## config.mk

```make
export PLATFORM = sky130hd
export DESIGN_NAME = aer_rx_ctrl_flat
export DESIGN_NICKNAME = d
export VERILOG_FILES = /design/src/rtl/aer_rx_ctrl_if.sv /design/src/rtl/aer_rx_ctrl.sv /design/src/flat_wrapper.sv
export SDC_FILE = /design/constraint.sdc
export NUM_CORES = 1
export LEC_CHECK = 0
export CAP_MARGIN = 10
export CORE_UTILIZATION = 50
export DETAILED_ROUTE_END_ITERATION = 10
export PLACE_DENSITY = 0.74
export SLEW_MARGIN = 10
export SYNTH_ARGS = -nofsm -noshare
export SYNTH_HDL_FRONTEND = slang
export SYNTH_SLANG_ARGS = --single-unit
```

## constraint.sdc

```tcl
create_clock -name clk -period 4.5 [get_ports clk]
set_input_delay 0.9 -clock clk [delete_from_list [all_inputs] [get_ports clk]]
set_output_delay 0.9 -clock clk [all_outputs]
set_load 0.05 [all_outputs]
```

## src/rtl/aer_rx_ctrl_if.sv

```systemverilog
// AER bus definitions shared by the pixel-array transmitter and the receiver
// controller: one-hot request code, handshake acknowledge and array reset.
package aer_pkg;
  parameter int AER_OH_WIDTH   = 16;
  localparam int AER_ADDR_WIDTH = $clog2(AER_OH_WIDTH);
endpackage

interface aer_intf;
  import aer_pkg::*;

  logic [AER_OH_WIDTH-1:0] one_hot_code;
  logic                    ack;
  logic                    aer_rst_n;

  // Pixel-array side: raises the one-hot request, follows ack, obeys array reset
  modport transmitter (
    output one_hot_code,
    input  ack,
    input  aer_rst_n
  );

  // Controller side: samples the request and drives ack and array reset
  modport receiver (
    input  one_hot_code,
    output ack,
    output aer_rst_n
  );
endinterface

```

## src/rtl/aer_rx_ctrl.sv

```systemverilog
// AER receiver controller. Synchronizes the asynchronous one-hot request bus,
// debounces it (two matching samples), binary-encodes single-bit requests into
// a valid/ready FIFO, counts multi-bit collisions, and runs the 4-phase
// request/acknowledge handshake. Holds the pixel array in reset for
// ARRAY_RST_CYCLES cycles after system reset.
// Optional feature: define AER_RX_TIMESTAMP_EN to add a 16-bit free-running
// timestamp stored alongside each FIFO entry and presented on evt_ts.
module aer_rx_ctrl
  import aer_pkg::*;
#(
  parameter int SYNC_STAGES      = 2,
  parameter int FIFO_DEPTH       = 4,
  parameter int ARRAY_RST_CYCLES = 4
) (
  input  logic                      clk,
  input  logic                      rst,
  aer_intf.receiver                 aer,
  output logic [AER_ADDR_WIDTH-1:0] evt_addr,
  output logic                      evt_valid,
  input  logic                      evt_ready,
  output logic [7:0]                err_cnt,
  input  logic                      err_clr,
  output logic                      fifo_full
`ifdef AER_RX_TIMESTAMP_EN
  ,
  output logic [15:0]               evt_ts
`endif
);

  localparam int PTR_W     = (FIFO_DEPTH > 1) ? $clog2(FIFO_DEPTH) : 1;
  localparam int CNT_W     = PTR_W + 1;
  localparam int RST_CNT_W = $clog2(ARRAY_RST_CYCLES + 1);
  localparam logic [RST_CNT_W-1:0] RST_CNT_LAST = RST_CNT_W'(ARRAY_RST_CYCLES - 1);

  typedef enum logic [1:0] {
    INIT  = 2'd0,
    IDLE  = 2'd1,
    CHECK = 2'd2,
    ACK   = 2'd3
  } state_t;

  // ---------------------------------------------------------------------------
  // Request synchronizer
  // ---------------------------------------------------------------------------
  logic [AER_OH_WIDTH-1:0] sync_reg [SYNC_STAGES];
  logic [AER_OH_WIDTH-1:0] sync_code;

  // First stage captures the asynchronous bus
  always_ff @(posedge clk or posedge rst) begin
    if (rst) sync_reg[0] <= '0;
    else     sync_reg[0] <= aer.one_hot_code;
  end

  generate
    for (genvar gi = 1; gi < SYNC_STAGES; gi++) begin : g_sync
      // Remaining stages resolve metastability
      always_ff @(posedge clk or posedge rst) begin
        if (rst) sync_reg[gi] <= '0;
        else     sync_reg[gi] <= sync_reg[gi-1];
      end
    end
  endgenerate

  assign sync_code = sync_reg[SYNC_STAGES-1];

  // ---------------------------------------------------------------------------
  // Handshake FSM
  // ---------------------------------------------------------------------------
  state_t                  state_reg, state_next;
  logic [AER_OH_WIDTH-1:0] cand_reg, cand_next;
  logic [RST_CNT_W-1:0]    rst_cnt_reg, rst_cnt_next;
  logic                    ack_reg, aer_rst_n_reg;
  logic                    push, err_inc, cand_onehot, full_int;
  logic [AER_ADDR_WIDTH-1:0] cand_addr;

  function automatic logic [AER_ADDR_WIDTH-1:0] encode(input logic [AER_OH_WIDTH-1:0] code);
    encode = '0;
    for (int i = 0; i < AER_OH_WIDTH; i++) begin
      if (code[i]) encode = encode | AER_ADDR_WIDTH'(i);
    end
  endfunction

  // cand is never zero in CHECK, so clearing the lowest set bit detects one-hot
  assign cand_onehot = ((cand_reg & (cand_reg - 1'b1)) == '0);
  assign cand_addr   = encode(cand_reg);

  // State, candidate code, array-reset counter and registered handshake outputs
  always_ff @(posedge clk or posedge rst) begin
    if (rst) begin
      state_reg     <= INIT;
      cand_reg      <= '0;
      rst_cnt_reg   <= '0;
      ack_reg       <= 1'b0;
      aer_rst_n_reg <= 1'b0;
    end else begin
      state_reg     <= state_next;
      cand_reg      <= cand_next;
      rst_cnt_reg   <= rst_cnt_next;
      ack_reg       <= (state_next == ACK);
      aer_rst_n_reg <= (state_next != INIT);
    end
  end

  // Next-state decode: debounce, one-hot validation, backpressure stall
  always_comb begin
    state_next   = state_reg;
    cand_next    = cand_reg;
    rst_cnt_next = rst_cnt_reg;
    push         = 1'b0;
    err_inc      = 1'b0;
    case (state_reg)
      INIT: begin
        if (rst_cnt_reg == RST_CNT_LAST) state_next = IDLE;
        else                             rst_cnt_next = rst_cnt_reg + 1'b1;
      end
      IDLE: begin
        if (sync_code != '0) begin
          cand_next  = sync_code;
          state_next = CHECK;
        end
      end
      CHECK: begin
        if (sync_code != cand_reg) begin
          state_next = IDLE;
        end else if (cand_onehot) begin
          // A full FIFO leaves ack low, which stalls the array until a pop
          if (!full_int) begin
            push       = 1'b1;
            state_next = ACK;
          end
        end else begin
          err_inc    = 1'b1;
          state_next = ACK;
        end
      end
      ACK: begin
        if (sync_code == '0) state_next = IDLE;
      end
      default: state_next = INIT;
    endcase
  end

  assign aer.ack       = ack_reg;
  assign aer.aer_rst_n = aer_rst_n_reg;

  // ---------------------------------------------------------------------------
  // Collision counter
  // ---------------------------------------------------------------------------
  logic [7:0] err_cnt_reg;

  // Saturating count; a clear coinciding with a collision keeps that collision
  always_ff @(posedge clk or posedge rst) begin
    if (rst) begin
      err_cnt_reg <= '0;
    end else if (err_clr) begin
      err_cnt_reg <= err_inc ? 8'd1 : 8'd0;
    end else if (err_inc && err_cnt_reg != 8'hFF) begin
      err_cnt_reg <= err_cnt_reg + 8'd1;
    end
  end

  assign err_cnt = err_cnt_reg;

  // ---------------------------------------------------------------------------
  // Output FIFO
  // ---------------------------------------------------------------------------
  logic [AER_ADDR_WIDTH-1:0] mem_addr [FIFO_DEPTH];
  logic [PTR_W-1:0]          wr_ptr_reg, rd_ptr_reg;
  logic [CNT_W-1:0]          count_reg;
  logic                      pop;

  assign full_int = (count_reg == CNT_W'(FIFO_DEPTH));
  assign pop      = (count_reg != '0) && evt_ready;

  // Storage and pointers; pointers wrap naturally since depth is a power of 2
  always_ff @(posedge clk or posedge rst) begin
    if (rst) begin
      wr_ptr_reg <= '0;
      rd_ptr_reg <= '0;
      count_reg  <= '0;
      for (int i = 0; i < FIFO_DEPTH; i++) mem_addr[i] <= '0;
    end else begin
      if (push) begin
        mem_addr[wr_ptr_reg] <= cand_addr;
        wr_ptr_reg           <= wr_ptr_reg + 1'b1;
      end
      if (pop) rd_ptr_reg <= rd_ptr_reg + 1'b1;
      if (push && !pop)      count_reg <= count_reg + 1'b1;
      else if (pop && !push) count_reg <= count_reg - 1'b1;
    end
  end

  assign evt_addr  = mem_addr[rd_ptr_reg];
  assign evt_valid = (count_reg != '0);
  assign fifo_full = full_int;

`ifdef AER_RX_TIMESTAMP_EN
  logic [15:0] ts_cnt_reg;
  logic [15:0] mem_ts [FIFO_DEPTH];

  // Free-running timestamp, wraps 65535 -> 0
  always_ff @(posedge clk or posedge rst) begin
    if (rst) ts_cnt_reg <= '0;
    else     ts_cnt_reg <= ts_cnt_reg + 16'd1;
  end

  // Timestamp sampled in the push cycle, stored next to the address
  always_ff @(posedge clk or posedge rst) begin
    if (rst) begin
      for (int i = 0; i < FIFO_DEPTH; i++) mem_ts[i] <= '0;
    end else if (push) begin
      mem_ts[wr_ptr_reg] <= ts_cnt_reg;
    end
  end

  assign evt_ts = mem_ts[rd_ptr_reg];
`endif

endmodule

```

## src/flat_wrapper.sv

```systemverilog
// flat-port wrapper written by rule: the top's interface ports become plain ports
module aer_rx_ctrl_flat import aer_pkg::*;
#(
  parameter int SYNC_STAGES      = 2,
  parameter int FIFO_DEPTH       = 4,
  parameter int ARRAY_RST_CYCLES = 4
)
  (clk, rst, evt_addr, evt_valid, evt_ready, err_cnt, err_clr, fifo_full, aer_one_hot_code, aer_ack, aer_aer_rst_n);
  aer_intf aer_i ();
  input  logic clk;
  input  logic rst;
  output logic [AER_ADDR_WIDTH-1:0] evt_addr;
  output logic evt_valid;
  input  logic evt_ready;
  output logic [7:0] err_cnt;
  input  logic err_clr;
  output logic fifo_full;
  input wire logic [$bits(aer_i.one_hot_code)-1:0] aer_one_hot_code;
  output wire logic [$bits(aer_i.ack)-1:0] aer_ack;
  output wire logic [$bits(aer_i.aer_rst_n)-1:0] aer_aer_rst_n;
  assign aer_i.one_hot_code = aer_one_hot_code;
  assign aer_ack = aer_i.ack;
  assign aer_aer_rst_n = aer_i.aer_rst_n;
  aer_rx_ctrl #(.SYNC_STAGES(SYNC_STAGES), .FIFO_DEPTH(FIFO_DEPTH), .ARRAY_RST_CYCLES(ARRAY_RST_CYCLES)) u_core (.clk(clk), .rst(rst), .aer(aer_i), .evt_addr(evt_addr), .evt_valid(evt_valid), .evt_ready(evt_ready), .err_cnt(err_cnt), .err_clr(err_clr), .fifo_full(fifo_full));
endmodule
```

==> results of run 1 <==
## worst paths after layout
kind / from / end / slack [ns] / depth (start not counted)
min in group asynchronous: rst / u_core.sync_reg[28]$_DFF_PP0_ / 0.86 / 2
max in group asynchronous: rst / u_core.mem_addr[4]$_DFFE_PP0P_ / 2.98 / 3
max reg2reg: u_core.cand_reg[14]$_DFFE_PP0P_ / u_core.count_reg[2]$_DFFE_PP0P_ / 1.50 / 11
min: u_core.sync_reg[26]$_DFF_PP0_ / u_core.sync_code[10]$_DFF_PP0_ / 0.35 / 0
min reg2reg: u_core.sync_reg[26]$_DFF_PP0_ / u_core.sync_code[10]$_DFF_PP0_ / 0.35 / 0
max: u_core.count_reg[0]$_DFFE_PP0P_ / fifo_full / 1.44 / 4
## stage by stage
stage | util [%] | hold slack (ns) | setup slack, ns
4_1_cts | 60.8 | 0.354 | 1.41
3_3_place_gp | 58.1 | 0.331 | 1.67
5_1_grt | 61.0 | 0.357 | 1.32
3_5_place_dp | 58.1 | 0.335 | 1.55
6_report | 61.0 | 0.348 | 1.44
2_1_floorplan | - | 0.331 | 1.38
## kinds of logic (layout without fill, tap and decap cells)
group,Yosys count,in the layout,share of synthesized area [%]
buffers and inverters,21,64,3.18
flip-flops,86,86,55.9
XOR/XNOR,23,23,5.23
adder cells (fa/ha/maj),9,9,3.12
multiplexers,39,39,12.6
AND/OR/NAND/NOR,87,87,14.5
AO/OA/AOI/OAI,30,30,5.59
## per-layer routing
metal	up-vias	GRT usage, %
li1	1152	-
met3	16	5.84
met5	-	0
met4	0	7.65
met1	1273	23.5
met2	77	30.2
## cell type report
class                           count  area, um2
Inverter                           10       38.8
Multi-Input combinational cell    188       1580
Tap cell                           99        124
Clock inverter                      6       68.8
Fill cell                         574       2860
Clock buffer                       10        128
Timing Repair Buffer               38        385
Sequential cell                    86       2150
## power by group
group	total (mW)	internal (mW)	switching, mW
registers	0.821	0.794	0.0272
logic	0.0750	0.0378	0.0371
clock network	0.533	0.261	0.273
## cells in the final DEF (no fill, tap or decap), drive strengths merged, types with 2 or more instances in the layout
cell	netlist	routed
inv	10	11
buf	5	3
clkinv	0	3
dfrtp	86	86
nor4	13	13
nand3b	3	3
a22oi	2	2
o21a	2	2
or3	3	3
o211ai	3	3
clkbuf	6	10
clkdlybuf4s50	0	35
a31o	2	2
a21oi	5	5
xnor2	21	21
nand4	16	16
and3	7	7
a211oi	2	2
nand2	13	13
mux4	4	4
nand3	7	7
xor2	2	2
nor3	12	12
nor2	8	8
o31a	2	2
mux2	35	35
o21ai	6	6
ha	8	8
==> impl_metrics.toml, run 1 <==
[setup_path]
crit_buf_inv = 2
cp.arrival_ns = 2.16
worstSetupPathType = "register to primary output"
crit_path_max_incr_delay_ns = 0.83
crit_slowest_cell = "clkdlybuf4s50_1"
cp.required_ns = 3.60
path_cells = "nor2_1, nand2_1, inv_1, clkdlybuf4s50_1"
path_max_fanout = 6
cp_top_family = "buffers and inverters"
startpoint_type = "register"
endpoint_kind = "primary output"

[yosys]
synth_cell_type_count = 51
synth_top_area_share_pct = 55.9
seq_area_frac_synth_pct = 55.9
synth_most_common_cell = "dfrtp_1"
ys_warn_count = 0
synth_edf_count = 0
yosys-top-cells-area = "dfrtp_1 (56%), mux2_2 (7.6%), xnor2_1 (4.8%)"
synth_area_mm2 = 0.00385
syn_area_per_cell_um2 = 13.1
netlist_top_cells_count = "dfrtp_1 (86), mux2_2 (26), xnor2_1 (21), nand4_1 (14), nand2_1 (13)"
ys.flop_type = "dfrtp_1"
ys_ff_latch = 86
syn_nets = 324
yosysTopAreaCell = "dfrtp_1"
async_flop_share_pct = 100
synth_cells = 295

[flow_run]
cap_violations = 0

[detailed_routing]
routed_wl_um = 7030
drt.antenna.violating_nets = 0
wl_met2_um = 3460
wl_met3_um = 315
wl_per_cell_um = 16.1
drt_iter0_drc = 79
num_vias = 2518
m1WireLength_um = 3080
drt_drc_violations_left = 0
dr.max_layer_used = "met4"
first_pass_iters = 5
via_per_inst = 5.76

[sta]
setup_viol = 0
tightest_slew_ns = 0.497
fmax_mhz = 327
finClkSkew_ns = 0.00813
hold_violations = 0
rsz0062_at_grt = "false"
slew_violations = 0
slew_headroom_pct = 66.8
period_share_pct = 67.9
min_period_ns = 3.06
tns_ns = 0

[floorplanning]
die_width_um = 89.8
io_pins = 36
die_h_um = 89.8
initial_core_util_pct = 52.6
fp.dieArea_mm2 = 0.00806
placementRows = 31
core_mm2 = 0.00733

[global_routing]
grt_pass1_wl_um = 11700
grt-ovfl-total = 0
antenna_found_initial = 0
grt_pass1_vias = 2436
groute.usage.overall_pct = 18.7
grt_max_degree = 65

[finish]
fin_cells = 437
syn2layout_area_growth_pct = 16.1
design_area_mm2 = 0.00447
final_nets = 362
drive_above_1_share_pct = 18.3
n_antenna_cell = 0

[clock_network]
insertion_delay_ns = 0.35
htree_levels = 3
cts_root_buf = "clkbuf_8"
cts_num_sinks = 86
cts_hold_buf = 0
cts-resized-gates = 0
post-cts-setup-buffer-count = 0
cts.clk_slew.worst_paths_ns = 0.09
clk_path_buf_depth = 2
cts_tree = "built"
cts_buffers = 9

[placement]
place_inst = 420
placed_area_mm2 = 0.00426
gp_congestion = 0.922
io_buffer_count = 35
place_hpwl_um = 5090

[outcome]
status = "finished clean"

[hold_path]
hp-class = "register to register"

[power]
leakage_nw = 1.85
ir_worst_vdd_v = 0.000325
power.density_mw_per_mm2 = 319
fin_total_pwr_mw = 1.43
(Power assumes the default switching activity.)
==> run 2, diff against run 1 <==
--- a/config.mk
+++ b/config.mk
@@ -8,7 +8,7 @@
 export CAP_MARGIN = 10
 export CORE_UTILIZATION = 50
 export DETAILED_ROUTE_END_ITERATION = 10
-export PLACE_DENSITY = 0.74
+export PLACE_DENSITY = 0.77
 export SLEW_MARGIN = 10
 export SYNTH_ARGS = -nofsm -noshare
 export SYNTH_HDL_FRONTEND = slang
==> constraint.sdc (replaced) <==
create_clock -name clk -period 2.7 [get_ports clk]
set_input_delay 0.54 -clock clk [delete_from_list [all_inputs] [get_ports clk]]
set_output_delay 0.54 -clock clk [all_outputs]
set_load 0.05 [all_outputs]
==> run 2 against run 1 <==
Routed wire length rose by 3.3%. Critical path depth up 8. Sequential cell count did not move. Core utilization increased by 4.3 points. Cell count rose by 4.8%.
==> impl_metrics.toml, run 2 (synthesis results as in run 1) <==
[finish]
final_nets = 383
nFillCells = 530
fin_cells = 458
multi_input_area_mm2 = 0.00169
seq_area_mm2 = 0.00216
n_antenna_cell = 0
final_util_pct = 65.3
final_cell_mix = "dfrtp_1 (82), clkdlybuf4s50_1 (31), mux2_2 (25), buf_4 (20), nand4_1 (14)"
drive_above_1_share_pct = 27.6
final_common_cell = "dfrtp_1"
syn2layout_area_growth_pct = 24.3

[placement]
io_buffer_count = 35
place_ws_ns = 0.0221
gp_congestion = 0.943
place_hpwl_um = 5050
place_inst = 431

[clock_network]
cts_root_buf = "clkbuf_8"
htree_levels = 3
cts_num_sinks = 86
cts_tree = "built"
cts_buffers = 9
clk_path_buf_depth = 2
cts.clk_slew.worst_paths_ns = 0.08
insertion_delay_ns = 0.35

[sta]
slew_headroom_pct = 65.4
finClkSkew_ns = 0.0114
tightest_slew_ns = 0.518
layout_setup_ws_ns = 0.0832
rsz0062_at_grt = "true"
setup_viol = 0
fmax_mhz = 382
tns_ns = 0
min_period_ns = 2.62
slew_violations = 0
period_share_pct = 96.9
hold_violations = 0

[outcome]
status = "finished clean"

[detailed_routing]
first_pass_iters = 4
drt_drc_violations_left = 0
drt_iter0_drc = 111
via_per_inst = 5.53
routed_wl_um = 7260
drt.antenna.violating_nets = 0
wl_per_cell_um = 15.9
num_vias = 2533

[flow_run]
cap_violations = 0

[hold_path]
min_from = "u_core.sync_reg[20]$_DFF_PP0_"
min_to = "u_core.sync_code[4]$_DFF_PP0_"
hp-class = "register to register"
hold_depth = 0

[global_routing]
antenna_found_initial = 0
grt_pass1_vias = 2505
groute.usage.overall_pct = 19.2
grt_max_degree = 87
grt_pass1_wl_um = 12100
grt-ovfl-total = 0

[setup_path]
r2r_slack_ns = 0.08
crit_slowest_cell = "dfrtp_1"
path_max_fanout = 3
worstSetupPathType = "register to register"
endpoint_kind = "register"
startpoint_type = "register"
reg2reg_depth = 12
cp.arrival_ns = 2.89
cp.required_ns = 2.98
r2r-start = "u_core.cand_reg[4]$_DFFE_PP0P_"
path_cells = "buf_6, xnor2_4, nand4_1, nor4_2, nand4_1, nor3_4, ha_2, inv_2, fa_2, xor2_1, nor2_1, xor2_1"
r2r-end = "u_core.count_reg[2]$_DFFE_PP0P_"
crit_path_max_incr_delay_ns = 0.43

[floorplanning]
initial_core_util_pct = 52.6
core_mm2 = 0.00733
die_h_um = 89.8
io_pins = 36
die_width_um = 89.8
placementRows = 31
fp.dieArea_mm2 = 0.00806

[power]
leakage_nw = 2.04
p_comb_share_pct = 6.7
power.density_mw_per_mm2 = 526
seq_power_share_pct = 54.2
ir_worst_vdd_v = 0.000362
p_switching_uw = 552
internal_power_mw = 1.97
pwr-share-clk_pct = 39.1
switching_share_pct = 21.9
## run 2: changes by cell type in the layout (fill, tap and decap cells not counted), moves of 2 or more
cell,previous run,this run
buf_4,2,20
buf_6,0,3
clkdlybuf4s50_1,35,31
clkinv_2,2,0
dfrtp_1,86,82
dfrtp_2,0,4
dlygate4sd2_1,0,4
xnor2_1,21,13
xnor2_2,0,5
xnor2_4,0,3
## run 2: layout make-up
class | count | area share (%)
sequential | 86 | 45.1
multi-input combinational | 188 | 35.4
timing repair buffer | 59 | 11.5
clock buffer | 12 | 3.03
tap | 99 | 2.59
clock inverter | 4 | 1.62
inverter | 10 | 0.863
## run 2: power by group through the flow
stage                     Combinational [mW]  Sequential, mW  Clock [mW]
after floorplan                       0.0871            1.37           0
after global placement                 0.142            1.39           0
after detailed placement               0.141            1.39           0
after CTS                              0.144            1.36        1.01
after global routing                   0.188            1.37        1.06
final                                  0.170            1.37       0.984
## run 2: timing repair
| action | in CTS | in global routing |
|---|---|---|
| endpoints found under the hold margin | 0 | 0 |
| pin swaps | 2 | 15 |
| setup endpoints to repair | 5 | 2 |
| cloned | 0 | 0 |
| gates resized for setup | 8 | 22 |
| hold buffers | 0 | 0 |
| buffers inserted | 2 | 9 |
## run 2: worst max-delay path, delay by kind of cell, from the launching register on
family / cells / cell delay (ns)
AND/OR/NAND/NOR: 5 / 0.94
XOR/XNOR: 3 / 0.42
flip-flops: 1 / 0.43
buffers and inverters: 2 / 0.20
adder cells (fa/ha/maj): 2 / 0.54
## run 2: stage by stage
stage / power, mW / hold slack, ns / cell area (um2)
after floorplan: 1.46 / 0.331 / 3860
after global routing: 2.62 / 0.355 / 4790
final: 2.52 / 0.352 / 4790
after CTS: 2.51 / 0.347 / 4600
after global placement: 1.53 / 0.334 / 4360
after detailed placement: 1.53 / 0.335 / 4360
## run 2: worst max path at each step
stage | slack (ns) | cells after the start | endpoint | start
final | 0.08 | 12 | u_core.count_reg[2]$_DFFE_PP0P_ | u_core.cand_reg[4]$_DFFE_PP0P_
after CTS | 0.002 | 12 | u_core.count_reg[2]$_DFFE_PP0P_ | u_core.cand_reg[5]$_DFFE_PP0P_
after global placement | 0.08 | 11 | u_core.count_reg[2]$_DFFE_PP0P_ | u_core.cand_reg[6]$_DFFE_PP0P_
after floorplan | 0.01 | 12 | u_core.count_reg[2]$_DFFE_PP0P_ | u_core.cand_reg[5]$_DFFE_PP0P_
after global routing | -0.14 | 12 | u_core.count_reg[2]$_DFFE_PP0P_ | u_core.cand_reg[4]$_DFFE_PP0P_
after detailed placement | 0.02 | 11 | u_core.count_reg[2]$_DFFE_PP0P_ | u_core.cand_reg[5]$_DFFE_PP0P_
## run 2: metal layers
layer | vias to the layer above | track usage (%) | share of wire [%] | wire (um)
li1 | 1204 | - | - | -
met1 | 1256 | 24.7 | 44 | 3180
met2 | 57 | 30.8 | 51 | 3680
met3 | 16 | 3.30 | 2.8 | 207
met4 | 0 | 10.9 | 2.7 | 197
met5 | - | 0 | 0 | 0
==> edit 1, RTL diff (flow settings as in run 1) <==
`ARRAY_RST_CYCLES` is set to 4 in 2 places; all go to 16.
--- a/src/rtl/aer_rx_ctrl.sv
+++ b/src/rtl/aer_rx_ctrl.sv
@@ -12,3 +12,3 @@
   parameter int FIFO_DEPTH       = 4,
-  parameter int ARRAY_RST_CYCLES = 4
+  parameter int ARRAY_RST_CYCLES = 16
 ) (
--- a/src/flat_wrapper.sv
+++ b/src/flat_wrapper.sv
@@ -5,3 +5,3 @@
   parameter int FIFO_DEPTH       = 4,
-  parameter int ARRAY_RST_CYCLES = 4
+  parameter int ARRAY_RST_CYCLES = 16
 )
Function: changed (a bounded check fails within 10 cycles, from zero or initial values and one cycle with rst high).
==> edit 1 against run 1 <==
Sequential power increased by 2%. Synthesized area increased by 3.5%. First-iteration DRC count increased by 19%. Cell area increased by 3.1%. Routed wire length decreased by 1.7%. Hold slack improved by 0.0028 ns. Synthesized cell count increased by 5.1%. Worst setup slack got worse by 0.088 ns. Sequential cell count increased by 2. Total power decreased by 1.5%. Critical path type is now reg2reg. Largest power group unchanged. Highest routed layer unchanged.
==> edit 1: results <==
[power_and_ir_drop]
ir_drop_v = 0.000227
cellLeakagePower_nw = 1.88

[logic_synthesis]
synth_compound_area_share_pct = 5.05
yosysTopAreaCellShare_pct = 55.2
seq_area_frac_synth_pct = 55.2
synth_area_leaders = dfrtp_1 (55%), mux2_2 (9.0%), xnor2_1 (4.4%)
synth.distinct_cells = 51
synthAdderAreaFrac_pct = 3.01
synthesis.nets = 339
ys_async_sr_fraction_pct = 100
synth_mux_area_share_pct = 12.1
synthTopCellsByCount = dfrtp_1 (88), mux2_2 (32), nand2_1 (22)
syn-instance-count = 310
synth_xor_area_share_pct = 5.49
yosysWarnings = 0

[clock_tree]
cts_max_level = 3
cts_root_buffer = clkbuf_8
clkLatencyLatePin_ns = 0.36
ctsResizeCount = 0
clockBufferDepth = 2
cts_buffers = 9
clk_pin_slew_ns = 0.09

[drt]
final_antenna_net_count = 0
finalWirelength_mm = 6.91
first_pass_iters = 4
drtIter0Drc = 94
vias_per_cell = 5.53

[grt]
grt_pass1_vias = 2500
antenna_found_initial = 0
grt_start_max_net_pins = 63
track_usage_pct = 18.9
grt_first_pass_wirelength_mm = 12.1

[worst_hold_path]
hp-class = reg2reg

[placed_design]
dp_hpwl_mm = 5.14
placement.io_buffers = 35
place_ws_ns = 1.36
dp.cells = 439
gp_congestion = 0.889

[layout]
drive_gt1_share_pct = 19.8
antennaDiodeCount = 0
fill_cells = 630
nets = 377
final_cells = 455

[worst_setup_path]
cp_max_fo = 9
cp_data_arrival_time_ns = 3.42

[outcome]
status = finished clean

[sta]
worst_pin_slew_ns = 1.02
fin_skew_ns = 0.0111

[floorplan]
dieArea_mm2 = 0.00833
-- edit 1: final timing paths --
kind / depth (start not counted) / endpoint / slack [ns] / start
max in group asynchronous: 3 / u_core.mem_addr[6] / 2.64 / rst
setup / recovery: 11 / u_core.count_reg[2] / 1.36 / u_core.cand_reg[1]
min in group asynchronous: 2 / u_core.sync_reg[28] / 1.07 / rst
hold / removal: 0 / u_core.sync_code[9] / 0.35 / u_core.sync_reg[25]
hold reg to reg: 0 / u_core.sync_code[9] / 0.35 / u_core.sync_reg[25]
setup reg to reg: 11 / u_core.count_reg[2] / 1.36 / u_core.cand_reg[1]
-- edit 1: metal layers --
layer  wire length [um]  global-route usage, %
met3                177                   3.77
met2               3460                   30.2
met5                  0                      0
met4                177                   9.92
met1               3100                   24.3
-- edit 1: layout make-up --
type | instances | area share [%]
flip-flops and latches | 88 | 47.7
multi-input cells | 198 | 36.3
repair buffers | 39 | 8.25
clock buffers | 10 | 2.98
well taps | 102 | 2.77
inverters | 12 | 1.00
clock inverters | 6 | 0.922
-- edit 1: power breakdown --
part           switching (mW)  total (mW)  leakage [nW]  internal (mW)
combinational          0.0384      0.0756         0.707         0.0372
clock                   0.277       0.493        0.0887          0.216
sequential             0.0272       0.839          1.09          0.812
-- edit 1: through the flow --
step | instance area, um^2 | power [mW]
after floorplan | 3990 | 0.898
after global placement | 4430 | 0.929
after detailed placement | 4430 | 0.931
after CTS | 4610 | 1.43
after global routing | 4610 | 1.47
final | 4610 | 1.41
-- edit 1: kinds of logic (layout without fill, tap and decap cells) --
kind of cell / after synthesis / count (layout)
simple gates: 97 / 97
flops: 88 / 88
mux: 39 / 39
compound gates: 28 / 28
xor+xnor: 25 / 25
buf+inv: 24 / 67
fa+ha+maj: 9 / 9
-- edit 1: worst max-delay path, cell delays in order (launching register included) --
cell	delay (ns)
dfrtp_1	0.47
nor4_2	0.39
nand2_1	0.11
a221oi_2	0.36
nand4b_4	0.29
nor3_2	0.36
ha_1	0.24
inv_1	0.06
fa_1	0.37
xor2_1	0.15
nor2_1	0.11
xor2_1	0.16
==> edit 2, RTL diff (flow settings as in run 1) <==
Without the edit above. Register the output `err_cnt` once more, cleared by the reset; this adds one clock of latency there. The other outputs are not delayed to match.
--- a/src/rtl/aer_rx_ctrl.sv
+++ b/src/rtl/aer_rx_ctrl.sv
@@ -161,3 +161,9 @@
 
-  assign err_cnt = err_cnt_reg;
+  always_ff @(posedge clk or posedge rst) begin
+    if (rst) begin
+      err_cnt <= '0;
+    end else begin
+      err_cnt <= err_cnt_reg;
+    end
+  end
 
Function: changed (Yosys sat finds a counterexample within 10 cycles, from zero or initial values and one cycle with rst high).
==> edit 2 against run 1 <==
Routed wire length fell by 0.80%. Utilization is 0.36 points lower. Sequential cell count is 8 higher. Sequential power rose by 8.5%. Worst setup slack got worse by 0.63 ns. Cell area increased by 4.3%. Total power grew 16%. Synthesized area up 2.3%. Critical endpoint is now u_core.count_reg[2].
==> edit 2: results <==
[logic_synthesis]
syn-instance-count = 307
yosysWarnings = 0
synthesis.nets = 336
synthTopCellsByCount = dfrtp_1 (94), mux2_2 (34), nand2_1 (19)
synth.distinct_cells = 43
seq_area_frac_synth_pct = 59.7
synth_area_leaders = dfrtp_1 (60%), mux2_2 (9.7%), xor2_1 (3.3%)
ys.flop_type = dfrtp_1
ys_async_sr_fraction_pct = 100

[clock_tree]
clockBufferDepth = 2
clk_pin_slew_ns = 0.08
clkLatencyLatePin_ns = 0.35
cts_buffers = 9
cts_max_level = 3
post_cts.repair.setup_buffers = 0
ctsResizeCount = 0
cts_root_buffer = clkbuf_8

[worst_setup_path]
cp_max_fo = 7
cpMaxStageDelayCell = or4_1
cpPeakStageDelay_ns = 0.62
cp_data_arrival_time_ns = 3.97

[grt]
grt_pass1_vias = 2439
track_usage_pct = 19.0
grt_first_pass_wirelength_mm = 12.0
grt_start_max_net_pins = 36
antenna_found_initial = 0

[placed_design]
dp.cells = 437
placement.io_buffers = 35
place_ws_ns = 0.825
gp_congestion = 0.845
placedInstanceArea_mm2 = 0.00440
dp_hpwl_mm = 5.04

[sta]
fin_skew_ns = 0.00616
relSlewSlack_pct = 61.9

[drt]
finalWirelength_mm = 6.97
wl_per_cell_um = 15.4
drtIter0Drc = 99
first_pass_iters = 4
num_vias = 2474

[layout]
antennaDiodeCount = 0
drive_gt1_share_pct = 18.8
nets = 375

[outcome]
status = finished clean

[worst_hold_path]
hp-class = reg2reg

[power_and_ir_drop]
ir_drop_v = 0.000226
cellLeakagePower_nw = 2.02
## edit 2: changes by cell type after synthesis, moves of 4 or more
cell,delta
xnor2_1,-13
xor2_1,+13
nand4_1,-12
dfrtp_1,+8
mux2_1,-8
mux2_2,+8
nor2_1,+7
nand2_1,+6
nor3_1,-6
a21oi_1,+5
clkbuf_1,+4
nor4_1,+4
## edit 2: worst max-delay path: cells and delay by family, from the launching register on
kind                     cells  cell delay, ns
AND/OR/NAND/NOR              4            1.27
AO/OA/AOI/OAI                3            0.97
adder cells (fa/ha/maj)      2            0.59
flip-flops                   1            0.44
XOR/XNOR                     2            0.29
buffers and inverters        1            0.06
## edit 2: cells by family (layout without fill, tap and decap cells)
logic type,count (synthesis),after routing,share of synthesized area [%]
DFF,94,94,59.7
and+or+nand+nor,88,88,11.8
muxes,40,40,12.5
AOI/OAI and AO/OA,31,31,5.49
xor gates and xnor gates,23,23,5.11
buffers and inverters,21,65,2.06
adders and majority gates,10,10,3.30
## edit 2: report_power, final
part / switching, mW / total, mW / internal, mW
Combinational: 0.0378 / 0.0733 / 0.0355
Sequential: 0.0248 / 0.891 / 0.866
Clock: 0.273 / 0.698 / 0.425
Total: 0.336 / 1.66 / 1.33
## edit 2: layout make-up
type,count,area [um^2]
clock buffer,10,128
clock inverter,6,134
fill,643,3020
inverter,11,42.5
multi-input combinational,192,1510
sequential,94,2350
tap,102,128
timing repair buffer,38,373
## edit 2: per-layer routing
| metal | global-route usage [%] | wire (um) | up-vias | part of all wire [%] |
|---|---|---|---|---|
| met5 | 0 | 0 | - | 0 |
| li1 | - | - | 1165 | - |
| met3 | 4.97 | 246 | 14 | 3.5 |
| met2 | 30.1 | 3460 | 63 | 50 |
| met1 | 24.3 | 3070 | 1232 | 44 |
| met4 | 9.13 | 189 | 0 | 2.7 |
## edit 2: worst paths after layout
path | startpoint | depth (start not counted) | end | slack (ns)
worst max-delay path | u_core.cand_reg[3] | 12 | u_core.count_reg[2] | 0.81
worst min-delay path | u_core.sync_reg[31] | 0 | u_core.sync_code[15] | 0.35
worst max register to register | u_core.cand_reg[3] | 12 | u_core.count_reg[2] | 0.81
worst min register to register | u_core.sync_reg[31] | 0 | u_core.sync_code[15] | 0.35
max in group asynchronous | rst | 3 | u_core.mem_addr[8] | 2.82
min in group asynchronous | rst | 2 | u_core.sync_reg[17] | 0.91
